===== src/rtl/divu_sequencer.sv =====
// Multi-cycle unsigned divider feeding LO/HI, with pipeline stall generation for DIVU/MFLO.
// Optional feature macro: DIVU_EARLY_OUT_EN (skip the iteration when divisor > dividend).
module divu_sequencer #(
    parameter int unsigned WIDTH = 32
) (
    input  logic             clk,
    input  logic             rst,
    input  logic             start,
    input  logic             flush,
    input  logic [WIDTH-1:0] dividend,
    input  logic [WIDTH-1:0] divisor,
    input  logic             mflo_req,
    output logic             stall,
    output logic             busy,
    output logic             lo_we,
    output logic [WIDTH-1:0] lo_data,
    output logic [WIDTH-1:0] hi_data,
    output logic             div_zero
);

    localparam int unsigned CW = $clog2(WIDTH + 1);

    typedef enum logic [1:0] {
        IDLE = 2'd0,
        RUN  = 2'd1,
        DONE = 2'd2
    } state_t;

    state_t           state;
    logic [CW-1:0]    count;
    logic [WIDTH:0]   rem;
    logic [WIDTH-1:0] quo;
    logic [WIDTH-1:0] dsr;
    logic             lo_we_q;

    logic [WIDTH+1:0] shifted;
    logic [WIDTH+1:0] trial;
    logic [WIDTH:0]   rem_next;
    logic [WIDTH-1:0] quo_next;

    // One restoring step; the extra top bit of trial is the borrow.
    always_comb begin
        shifted  = {rem, quo[WIDTH-1]};
        trial    = shifted - {2'b00, dsr};
        rem_next = shifted[WIDTH:0];
        quo_next = {quo[WIDTH-2:0], 1'b0};
        if (!trial[WIDTH+1]) begin
            rem_next = trial[WIDTH:0];
            quo_next = {quo[WIDTH-2:0], 1'b1};
        end
    end

    always_ff @(posedge clk) begin
        if (rst) begin
            state    <= IDLE;
            count    <= '0;
            rem      <= '0;
            quo      <= '0;
            dsr      <= '0;
            busy     <= 1'b0;
            lo_we_q  <= 1'b0;
            lo_data  <= '0;
            hi_data  <= '0;
            div_zero <= 1'b0;
        end else begin
            lo_we_q <= 1'b0;
            case (state)
                IDLE: begin
                    if (start && !flush) begin
                        dsr   <= divisor;
                        quo   <= dividend;
                        rem   <= '0;
                        count <= CW'(WIDTH);
                        busy  <= 1'b1;
                        if (divisor == '0) begin
                            state    <= DONE;
                            lo_we_q  <= 1'b1;
                            lo_data  <= '1;
                            hi_data  <= dividend;
                            div_zero <= 1'b1;
                        end
`ifdef DIVU_EARLY_OUT_EN
                        else if (divisor > dividend) begin
                            state    <= DONE;
                            lo_we_q  <= 1'b1;
                            lo_data  <= '0;
                            hi_data  <= dividend;
                            div_zero <= 1'b0;
                        end
`endif
                        else begin
                            state <= RUN;
                        end
                    end
                end
                RUN: begin
                    if (flush) begin
                        state <= IDLE;
                        busy  <= 1'b0;
                        count <= '0;
                    end else begin
                        rem   <= rem_next;
                        quo   <= quo_next;
                        count <= count - CW'(1);
                        if (count == CW'(1)) begin
                            state    <= DONE;
                            lo_we_q  <= 1'b1;
                            lo_data  <= quo_next;
                            hi_data  <= rem_next[WIDTH-1:0];
                            div_zero <= 1'b0;
                        end
                    end
                end
                DONE: begin
                    state <= IDLE;
                    busy  <= 1'b0;
                    count <= '0;
                end
                default: begin
                    state <= IDLE;
                    busy  <= 1'b0;
                end
            endcase
        end
    end

    // A flush landing in DONE must cancel the LO write in the same cycle.
    assign lo_we = lo_we_q && !flush;

    assign stall = !flush && ((mflo_req && (busy || start)) || (start && busy));

endmodule


===== config.mk =====
export PLATFORM = sky130hd
export DESIGN_NAME = divu_sequencer
export DESIGN_NICKNAME = d
export VERILOG_FILES = /design/src/rtl/divu_sequencer.sv
export SDC_FILE = /design/constraint.sdc
export NUM_CORES = 1
export LEC_CHECK = 0
export CAP_MARGIN = 30
export CORE_ASPECT_RATIO = 0.6
export CORE_UTILIZATION = 55
export CTS_CLUSTER_DIAMETER = 200
export DETAILED_ROUTE_END_ITERATION = 7
export GPL_TIMING_DRIVEN = 0
export PLACE_DENSITY = 0.82
export SYNTH_ARGS = -nofsm -noshare
export SYNTH_HDL_FRONTEND = slang
export SYNTH_SLANG_ARGS = --single-unit

===== constraint.sdc =====
create_clock -name clk -period 3.2 [get_ports clk]
set_clock_uncertainty 0.1 [all_clocks]
set_input_delay 0.48 -clock clk [delete_from_list [all_inputs] [get_ports clk]]
set_output_delay 0.48 -clock clk [all_outputs]
set_load 0.005 [all_outputs]

==> flow_metrics.env, run 1 <==
export IMPL_min_from="lo_data[1]"
export IMPL_holdWs_ps=353
export IMPL_min_path_cells=2
export IMPL_total_power_uw=10500
export IMPL_cts_tree="done"
export IMPL_drt_first_iter_violations=1536
export IMPL_r2r_start="dsr[2]"
export IMPL_cts_root_buffer="clkbuf_16"
export IMPL_vias=9955
export IMPL_die_height_um=103
export IMPL_finalSetupViolCount=2
export IMPL_cts_made_buffers=17
export IMPL_syn_area_per_cell_um2=7.92
export IMPL_powerDensity_nw_per_um2=859
export IMPL_worst_r2r_endpoint="hi_data[29]"
export IMPL_drc=0
export IMPL_fillerInstances=1283
export IMPL_max_clock_freq_mhz=306
export IMPL_crit_fanout=5
export IMPL_syn_area_um2=9340
export IMPL_viasPerCell=6.26
export IMPL_rows=36
export IMPL_status="finished with violations"
export IMPL_grt_pass1_vias=8804
export IMPL_h_tree_depth=4
export IMPL_grt_ovfl_total=0
export IMPL_yosysSeqAreaShare_pct=36.9
export IMPL_worstPathRequired_ps=3400
export IMPL_grt_pass1_wl_um=47900
export IMPL_routed_wl_um=32400
export IMPL_ys_flop_type="dfxtp_1"
export IMPL_min_period_over_period_pct=102
export IMPL_rrSetupSlack_ps=-70
export IMPL_synth_edf_count=0
export IMPL_die_w_um=170
export IMPL_drive_gt1_share_pct=12.7
export IMPL_relSlewSlack_pct=41.3
export IMPL_vdd_drop_max_uv=558
export IMPL_ys_warn_count=0
export IMPL_ys_types=74
export IMPL_worstSetupStartpointType="flop"
export IMPL_syn2layout_area_growth_pct=30.7
export IMPL_clk_pin_slew_worst_paths_ps=70
export IMPL_cts_sinks=172
export IMPL_violations="setup timing"
export IMPL_final_antenna_net_count=0
export IMPL_fin_nets=1457
export IMPL_setup_ws_ps=-66.5
export IMPL_antenna_found_initial=0
export IMPL_worst_setup_path_type="reg2reg"
export IMPL_ys_ff_latch=172
export IMPL_fin_crit_ps=3270
export IMPL_io_buffers=135
export IMPL_r2r_cells=11
export IMPL_insertion_delay_ps=440
export IMPL_p_leak_uw=0.00454
export IMPL_drtPass1Iterations=5
export IMPL_slew_violations=0
export IMPL_synthCells=1179
export IMPL_hp_class="reg2reg"
export IMPL_worstMarginPinSlew_ps=880
export IMPL_critPathCaptureType="flop"
export IMPL_core_um2=16400
export IMPL_arrival_ps=3470
export IMPL_start_util_pct=57.0
export IMPL_n_antenna_cell=0
export IMPL_cts_max_path_buffers=2
export IMPL_synthArstFlopShare_pct=0
export IMPL_rsz0062_at_grt="yes"
export IMPL_fin_util_pct=74.4
export IMPL_cts_hold_buf=0
export IMPL_maxCapViolCount=0
export IMPL_syn_nets=1286
export IMPL_crit_chain="inv_1 > ha_4 > o21a_1 > o31ai_4 > a211oi_4 > o21ai_1 > a211o_1 > a21boi_0 > nor3_1 > nor4_4 > a311oi_1"
export IMPL_place_congestion=0.983
export IMPL_grt_max_degree=17
export IMPL_hold_viol=0
export IMPL_pin_count=137
export IMPL_wl_per_cell_um=20.4
export IMPL_grt_usage_pct=36.1
export IMPL_pre_cts_ws_ps=-909
export IMPL_slowest_stage="a21boi_0"
export IMPL_hold_end="lo_data[1]"
export IMPL_cpPeakStageDelay_ps=420
export IMPL_hpwl_um=23700
export IMPL_die_area_um2=17500
Yosys cell counts, drive strengths merged, types with 3 or more instances:
| master | number | area share (%) |
|---|---|---|
| or3 | 4 | 0.27 |
| a22oi | 4 | 0.32 |
| a31oi | 4 | 0.27 |
| a21boi | 6 | 0.48 |
| a22o | 4 | 0.38 |
| a211o | 4 | 0.38 |
| or2 | 3 | 0.20 |
| and3 | 7 | 0.47 |
| nand2b | 7 | 0.47 |
| nand3 | 33 | 1.8 |
| xnor2 | 13 | 1.2 |
| xor2 | 12 | 1.1 |
| nand2 | 183 | 7.4 |
| nor4 | 12 | 0.87 |
| dfxtp | 172 | 37 |
| o21bai | 10 | 0.80 |
| a21oi | 143 | 7.7 |
| nand4 | 9 | 0.60 |
| nor2b | 6 | 0.40 |
| o21ai | 66 | 3.6 |
| o211ai | 7 | 0.71 |
| clkbuf | 63 | 2.5 |
| inv | 53 | 2.1 |
| a311oi | 20 | 1.9 |
| nor3 | 17 | 0.91 |
| a21o | 13 | 1.0 |
| ha | 37 | 5.0 |
| buf | 20 | 1.4 |
| mux2i | 32 | 3.4 |
| mux2 | 23 | 3.2 |
| nor2 | 104 | 4.2 |
| and2 | 3 | 0.20 |
| o31ai | 5 | 0.40 |
| a211oi | 49 | 4.2 |
| o21a | 5 | 0.40 |
flip-flops by register name (all words and copies together) (netlist names):
signal,count
busy,1
count,6
div_zero,1
dsr,32
hi_data,32
lo_data,32
lo_we_q,1
quo,32
rem,33
state,2
cell usage in the layout (no fill, tap or decap), types with 17 or more instances in the layout:
| master | count |
|---|---|
| nand2_1 | 179 |
| dfxtp_1 | 166 |
| a21oi_1 | 137 |
| clkdlybuf4s50_1 | 135 |
| nor2_1 | 101 |
| o21ai_0 | 55 |
| clkbuf_1 | 52 |
| inv_1 | 50 |
| a211oi_1 | 42 |
| nand3_1 | 33 |
| mux2i_1 | 31 |
| ha_1 | 21 |
| buf_4 | 20 |
| clkbuf_16 | 17 |
kinds of logic (layout without fill, tap and decap cells):
| family | Yosys count | in the layout | synth area share, % |
|---|---|---|---|
| AND/OR/NAND/NOR | 396 | 396 | 18.5 |
| AO/OA/AOI/OAI | 357 | 357 | 24.4 |
| multiplexers | 55 | 55 | 6.61 |
| flip-flops | 172 | 172 | 36.9 |
| XOR/XNOR | 25 | 25 | 2.34 |
| buffers and inverters | 136 | 319 | 6.08 |
| adder cells (fa/ha/maj) | 38 | 38 | 5.17 |
worst max-delay path: cells and delay by family (launching register included):
kind | cells | cell delay, ps
AND/OR/NAND/NOR | 2 | 520
buffers and inverters | 1 | 80
adder cells (fa/ha/maj) | 1 | 310
AO/OA/AOI/OAI | 7 | 1780
flip-flops | 1 | 340
timing repair:
item | in CTS | in global routing
setup buffers | 7 | 16
endpoints found under the setup margin | 78 | 76
pin swaps | 7 | 29
gates resized for setup | 30 | 91
how the worst max path moves through the flow:
stage	start	endpoint	slack [ps]
floorplan	dsr[24]	hi_data[30]	270
global placement	divisor[7]	lo_data[12]	-790
detailed placement	divisor[7]	hi_data[9]	-910
CTS	quo[31]	hi_data[20]	2
global route	dsr[2]	hi_data[29]	-120
finish	dsr[2]	hi_data[29]	-70
report_power, final:
| group | internal [uW] | switching [uW] | total, uW |
|---|---|---|---|
| Combinational | 2440 | 3180 | 5620 |
| Clock | 1090 | 944 | 2040 |
| Sequential | 2530 | 304 | 2830 |
| Total | 6060 | 4430 | 10500 |
routing by layer:
layer,share of wire [%],routed length [um],track usage [%]
met3,12,3850,7.95
met4,1.7,536,11.2
met1,45,14600,53.2
met2,41,13400,51.9
met5,0,0,0
cell type report:
cell class	instances	area [um^2]	share of cell area (%)
Tap cell	228	285	2.34
Sequential cell	172	3450	28.3
Buffer	77	385	3.16
Inverter	53	201	1.65
Clock buffer	18	439	3.60
Clock inverter	13	121	0.995
Multi-Input combinational cell	871	5770	47.3
Timing Repair Buffer	158	1550	12.7
metrics by stage:
step           setup TNS (ps)  cells  area, um^2
6_report                 -119   1590       12200
5_1_grt                  -497   1590       12200
4_1_cts                     0   1574       11700
3_5_place_dp           -47930   1542       11000
3_3_place_gp           -41550   1542       11000
2_1_floorplan               0   1179        9340
No activity file was read; power rests on OpenSTA's default activity.
==> run 2, diff against run 1 <==
Settings changed: CAP_MARGIN 30 to 20, CORE_UTILIZATION 55 to 25, PLACE_DENSITY 0.82 to 0.44.
==> run 2 against run 1 <==
  * The flow now finishes without violations
  * Sequential power about the same
  * Worst setup slack improved by 150 ps
  * Wire length increased by 14%
  * Via count decreased by 6.8%
  * Flip-flop and latch count unchanged
  * Critical path depth increased by 3
  * Combinational power increased by 2%
  * Highest routed layer unchanged
==> flow_metrics.env, run 2 (synthesized netlist as in run 1, its figures left out) <==
export IMPL_status="completed"
export IMPL_fin_nets=1461
export IMPL_rows=54
export IMPL_rrSetupSlack_ps=80
export IMPL_p_int_uw=6400
export IMPL_largest_register_ffs=33
export IMPL_placed_area_um2=11300
export IMPL_dp_cells=1818
export IMPL_cts_sinks=172
export IMPL_hpwl_um=28900
export IMPL_min_from="lo_data[18]"
export IMPL_drtPass1Iterations=6
export IMPL_powerDensity_nw_per_um2=857
export IMPL_vdd_drop_max_uv=456
export IMPL_insertion_delay_ps=460
export IMPL_die_area_um2=38200
export IMPL_cpMostUsedCell="buf_6"
export IMPL_slew_violations=0
export IMPL_h_tree_depth=4
export IMPL_grt_max_degree=17
export IMPL_worstPathRequired_ps=3480
export IMPL_cts_root_buffer="clkbuf_16"
export IMPL_cts_max_path_buffers=2
export IMPL_max_clock_freq_mhz=320
export IMPL_final_setup_tns_ps=0
export IMPL_start_util_pct=25.5
export IMPL_min_path_cells=2
export IMPL_fin_util_pct=34.8
export IMPL_grt_pass1_wl_um=54600
export IMPL_critPathCaptureType="flop"
export IMPL_drc=0
export IMPL_p_comb_share_pct=52.6
export IMPL_final_antenna_net_count=0
export IMPL_grt_ovfl_total=0
export IMPL_final_common_cell="nand2_1"
export IMPL_p_seq_share_pct=26.0
export IMPL_slowest_stage="nor4_2"
export IMPL_final_cell_area_um2=12700
export IMPL_power_switching_uw=4490
export IMPL_io_buffers=135
export IMPL_cp_buffers_inverters=4
export IMPL_worst_setup_path_type="reg2reg"
export IMPL_cpPeakStageDelay_ps=490
export IMPL_routed_wl_um=37000
export IMPL_worstSetupStartpointType="flop"
export IMPL_p_sw_share_pct=41.2
export IMPL_finalNonFillerCells=1872
export IMPL_drt_first_iter_violations=666
export IMPL_cts_tree="done"
export IMPL_wl_per_cell_um=19.8
export IMPL_maxCapViolCount=0
export IMPL_hold_viol=0
export IMPL_top_register="rem"
export IMPL_hp_class="reg2reg"
export IMPL_core_um2=36600
export IMPL_drive_gt1_share_pct=14.3
export IMPL_crit_fanout=10
export IMPL_die_height_um=152
export IMPL_cts_made_buffers=17
export IMPL_worstMarginPinSlew_ps=949
export IMPL_min_period_over_period_pct=97.5
export IMPL_layout_common_cells="nand2_1, dfxtp_1, a21oi_1"
export IMPL_crit_chain="inv_2 > ha_1 > nor2b_4 > o31ai_4 > a211oi_2 > buf_4 > o21ai_2 > buf_6 > a211o_1 > o211ai_4 > buf_6 > nor4_2 > o21ai_0 > a21oi_1"
export IMPL_place_congestion=0.870
export IMPL_pin_count=137
export IMPL_p_leak_uw=0.00461
export IMPL_vias=9274
export IMPL_viasPerCell=4.95
export IMPL_r2r_start="dsr[1]"
export IMPL_finalSetupViolCount=0
export IMPL_grt_pass1_vias=8881
export IMPL_relSlewSlack_pct=36.7
export IMPL_r2r_cells=14
export IMPL_rsz0062_at_grt="yes"
export IMPL_critPathTopFamily="compound AO/OA/AOI/OAI gates"
export IMPL_clock_power_share_pct=21.4
export IMPL_worst_r2r_endpoint="rem[27]"
export IMPL_syn2layout_area_growth_pct=36.2
export IMPL_hold_end="lo_data[18]"
export IMPL_clk_pin_slew_worst_paths_ps=70
export IMPL_fin_crit_ps=3120
export IMPL_arrival_ps=3400
export IMPL_antenna_found_initial=2
export IMPL_total_power_uw=10900
export IMPL_die_w_um=252
export IMPL_grt_usage_pct=19.3
-- run 2: cell types whose count changed in the layout (fill, tap and decap cells not counted), sizes merged --
cell	previous run	this run
clkbuf	76	78
clkinvlp	2	3
inv	54	56
diode	0	1
buf	42	46
clkinv	9	2
bufinv	1	4
-- run 2: worst reg2reg max path, cell delays in order, from the launching register on --
cell and delay (ps):
dfxtp_2 330, inv_2 50, ha_1 270, nor2b_4 140, o31ai_4 260, a211oi_2 110, buf_4 160, o21ai_2 120
buf_6 140, a211o_1 170, o211ai_4 150, buf_6 210, nor4_2 500, o21ai_0 180, a21oi_1 160
-- run 2: cell type report --
cell class / instances / area, um^2
fillers: 3843 / 23800
diodes: 1 / 2.50
multi-input cells: 871 / 5780
clock inverters: 12 / 185
flip-flops and latches: 172 / 3460
repair buffers: 163 / 1620
plain buffers: 76 / 385
inverters: 53 / 201
clock buffers: 20 / 457
well taps: 504 / 631
-- run 2: how the worst max path moves through the flow --
stage	from	endpoint	slack, ps	cells after the start
after floorplan	dsr[24]	hi_data[30]	270	13
after global placement	divisor[6]	hi_data[30]	-1400	10
after detailed placement	divisor[6]	hi_data[30]	-1330	10
after CTS	quo[31]	hi_data[30]	-30	13
after global routing	dsr[1]	hi_data[30]	-20	14
final	dsr[1]	rem[27]	80	14
-- run 2: per-layer routing --
layer  GRT usage [%]  part of all wire (%)  vias to the layer above
li1                -                     -                     4521
met1            29.0                    52                     4466
met2            28.2                    41                      256
met3            3.23                   5.6                       31
met4            4.85                   1.2                        0
met5               0                     0                        -
-- run 2: what timing repair did --
item	4_1_cts	5_1_grt
gates cloned	0	2
setup endpoints to repair	99	75
hold buffers	0	0
buffers inserted	13	13
gates resized for setup	46	91
pin swaps	17	31
hold endpoints to repair	0	0
-- run 2: per-stage QoR --
step / worst slack, ps / hold slack (ps)
2_1_floorplan: 272 / 336
3_3_place_gp: -1400 / 346
3_5_place_dp: -1330 / 344
4_1_cts: -34.7 / 353
5_1_grt: -17.6 / 372
6_report: 79.5 / 351
-- run 2: power groups by stage --
stage	clock network, uW	logic [uW]	registers (uW)
floorplan	0	3190	2770
finish	2340	5730	2830
CTS	2370	5180	2830
global route	2460	6200	2870
global placement	0	4830	2870
detailed placement	0	4850	2870
==> run 3, diff against run 2 <==
Settings changed: REMOVE_ABC_BUFFERS from default to 1, SLEW_MARGIN from default to 20.
==> run 3 against run 2 <==
  * Sequential power fell by 2%
  * Worst hold slack got worse by 2.7 ps
  * Final cell count fell by 3.2%
  * Critical path depth fell by 1
  * Count of clock-buffer cells in the layout did not move
  * Maximum frequency fell by 0.56%
  * Register-to-register slack got worse by 20 ps
  * Combinational power fell by 1%
  * Wire length fell by 11%
==> flow_metrics.env, run 3 (synthesized netlist as in run 1, its figures left out) <==
export IMPL_powerDensity_nw_per_um2=837
export IMPL_worstSetupStartpointType="flop"
export IMPL_max_clock_freq_mhz=319
export IMPL_worst_r2r_endpoint="hi_data[21]"
export IMPL_largest_register_ffs=33
export IMPL_antenna_found_initial=2
export IMPL_grt_max_degree=89
export IMPL_cts_tree="done"
export IMPL_top_register="rem"
export IMPL_crit_chain="inv_2 > ha_1 > nor2b_2 > o31ai_4 > a211oi_4 > buf_6 > o21ai_4 > a211o_1 > o211ai_4 > buf_4 > nor3_1 > o21ai_1 > a311oi_1"
export IMPL_io_buffers=136
export IMPL_hold_end="hi_data[30]"
export IMPL_cts_made_buffers=17
export IMPL_drtPass1Iterations=5
export IMPL_hold_viol=0
export IMPL_r2r_cells=13
export IMPL_die_area_um2=38200
export IMPL_p_leak_uw=0.00454
export IMPL_wl_met2_um=12700
export IMPL_vias=8796
export IMPL_rrSetupSlack_ps=60
export IMPL_finalNonFillerCells=1813
export IMPL_slowest_stage="nor3_1"
export IMPL_dp_cells=1749
export IMPL_p_comb_share_pct=53.8
export IMPL_vdd_drop_max_uv=420
export IMPL_grt_usage_pct=17.1
export IMPL_arrival_ps=3400
export IMPL_final_antenna_net_count=0
export IMPL_syn2layout_area_growth_pct=34.6
export IMPL_grt_ovfl_total=0
export IMPL_total_power_uw=10500
export IMPL_hp_class="reg2reg"
export IMPL_cp_buffers_inverters=3
export IMPL_core_um2=36600
export IMPL_critPathTopFamily="compound AO/OA/AOI/OAI gates"
export IMPL_relSlewSlack_pct=47.6
export IMPL_grt_pass1_wl_um=49500
export IMPL_rows=54
export IMPL_p_seq_share_pct=26.4
export IMPL_fin_util_pct=34.4
export IMPL_min_from="hi_data[30]"
export IMPL_cpPeakStageDelay_ps=360
export IMPL_p_sw_share_pct=40.7
export IMPL_finalSetupViolCount=0
export IMPL_cts_hold_buf=0
export IMPL_cts_max_path_buffers=2
export IMPL_worstPathRequired_ps=3460
export IMPL_met1_length_um=18600
export IMPL_h_tree_depth=4
export IMPL_slew_violations=0
export IMPL_wl_per_cell_um=18.2
export IMPL_drc=0
export IMPL_insertion_delay_ps=450
export IMPL_die_w_um=252
export IMPL_dr_wl_met3_um=1340
export IMPL_place_congestion=0.865
export IMPL_crit_fanout=12
export IMPL_routed_wl_um=33000
export IMPL_layout_common_cells="nand2_1, dfxtp_1, a21oi_1"
export IMPL_worstMarginPinSlew_ps=783
export IMPL_fin_crit_ps=3140
export IMPL_drive_gt1_share_pct=13.7
export IMPL_status="completed"
export IMPL_topRoutingLayerUsed="met5"
export IMPL_final_setup_tns_ps=0
export IMPL_fin_nets=1403
export IMPL_die_height_um=152
export IMPL_min_period_over_period_pct=98.1
export IMPL_clock_power_share_pct=19.8
export IMPL_min_path_cells=2
export IMPL_fillerInstances=3872
export IMPL_rsz0062_at_grt="yes"
export IMPL_clk_pin_slew_worst_paths_ps=70
export IMPL_grt_pass1_vias=8263
export IMPL_maxCapViolCount=0
export IMPL_holdWs_ps=349
export IMPL_worst_setup_path_type="reg2reg"
export IMPL_critPathCaptureType="flop"
export IMPL_start_util_pct=25.5
export IMPL_pin_count=137
export IMPL_p_int_uw=6240
export IMPL_cts_root_buffer="clkbuf_16"
export IMPL_cts_sinks=172
export IMPL_n_antenna_cell=0
export IMPL_viasPerCell=4.85
export IMPL_final_common_cell="nand2_1"
export IMPL_r2r_start="dsr[1]"
export IMPL_power_switching_uw=4280
export IMPL_drt_first_iter_violations=589
export IMPL_hpwl_um=22400
[run 3: cell count changes in the layout (fill, tap and decap cells not counted), sizes merged]
cell and change:
clkbuf -56, clkinv +5, buf -3, bufinv -2
inv -2, clkinvlp -1, diode -1, or2 +1
[run 3: layout make-up]
type	count	area, um^2	area share, %
inverter	53	204	1.62
multi-input combinational	872	5800	46.1
timing repair buffer	180	1930	15.4
clock buffer	20	437	3.47
clock inverter	12	123	0.975
tap	504	631	5.02
sequential	172	3450	27.4
[run 3: per-layer routing]
layer,global-route usage (%),vias to the layer above
met5,0,-
met4,4.30,4
met3,3.13,22
met2,23.2,184
met1,26.7,4178
li1,-,4408
[run 3: worst max path at each step]
stage	start	endpoint	slack, ps	cells after the start
3_5_place_dp	state[1]	hi_data[21]	-960	11
4_1_cts	quo[31]	hi_data[30]	20	13
2_1_floorplan	state[1]	hi_data[24]	-4650	8
5_1_grt	quo[31]	hi_data[24]	-50	14
6_report	dsr[1]	hi_data[21]	60	13
3_3_place_gp	state[1]	hi_data[24]	-11420	8
[run 3: per-stage QoR]
step                cell area [um^2]  worst slack (ps)
global route                   12600             -51.0
CTS                            12100              16.4
detailed placement             11300              -957
global placement               11000            -11420
finish                         12600              61.8
floorplan                       8970             -4650
[run 3: power groups by stage]
stage               Combinational [uW]  Clock [uW]  Sequential [uW]
finish                            5660        2080             2780
global route                      6140        2240             2840
CTS                               5140        2160             2780
detailed placement                4800           0             2820
global placement                  4500           0             2800
floorplan                         3010           0             2770
[run 3: worst reg2reg max path, cell delays in order, from the launching register on]
cell and delay [ps]:
dfxtp_2 340, inv_2 50, ha_1 260, nor2b_2 170, o31ai_4 310, a211oi_4 110, buf_6 140, o21ai_4 250
a211o_1 210, o211ai_4 80, buf_4 200, nor3_1 360, o21ai_1 190, a311oi_1 280
[run 3: repair_timing]
| item | CTS | global route |
|---|---|---|
| pin swaps | 6 | 25 |
| endpoints found under the hold margin | 0 | 0 |
| gates resized for setup | 33 | 66 |
| buffers inserted | 11 | 20 |
| endpoints found under the setup margin | 100 | 58 |
| cloned | 0 | 2 |
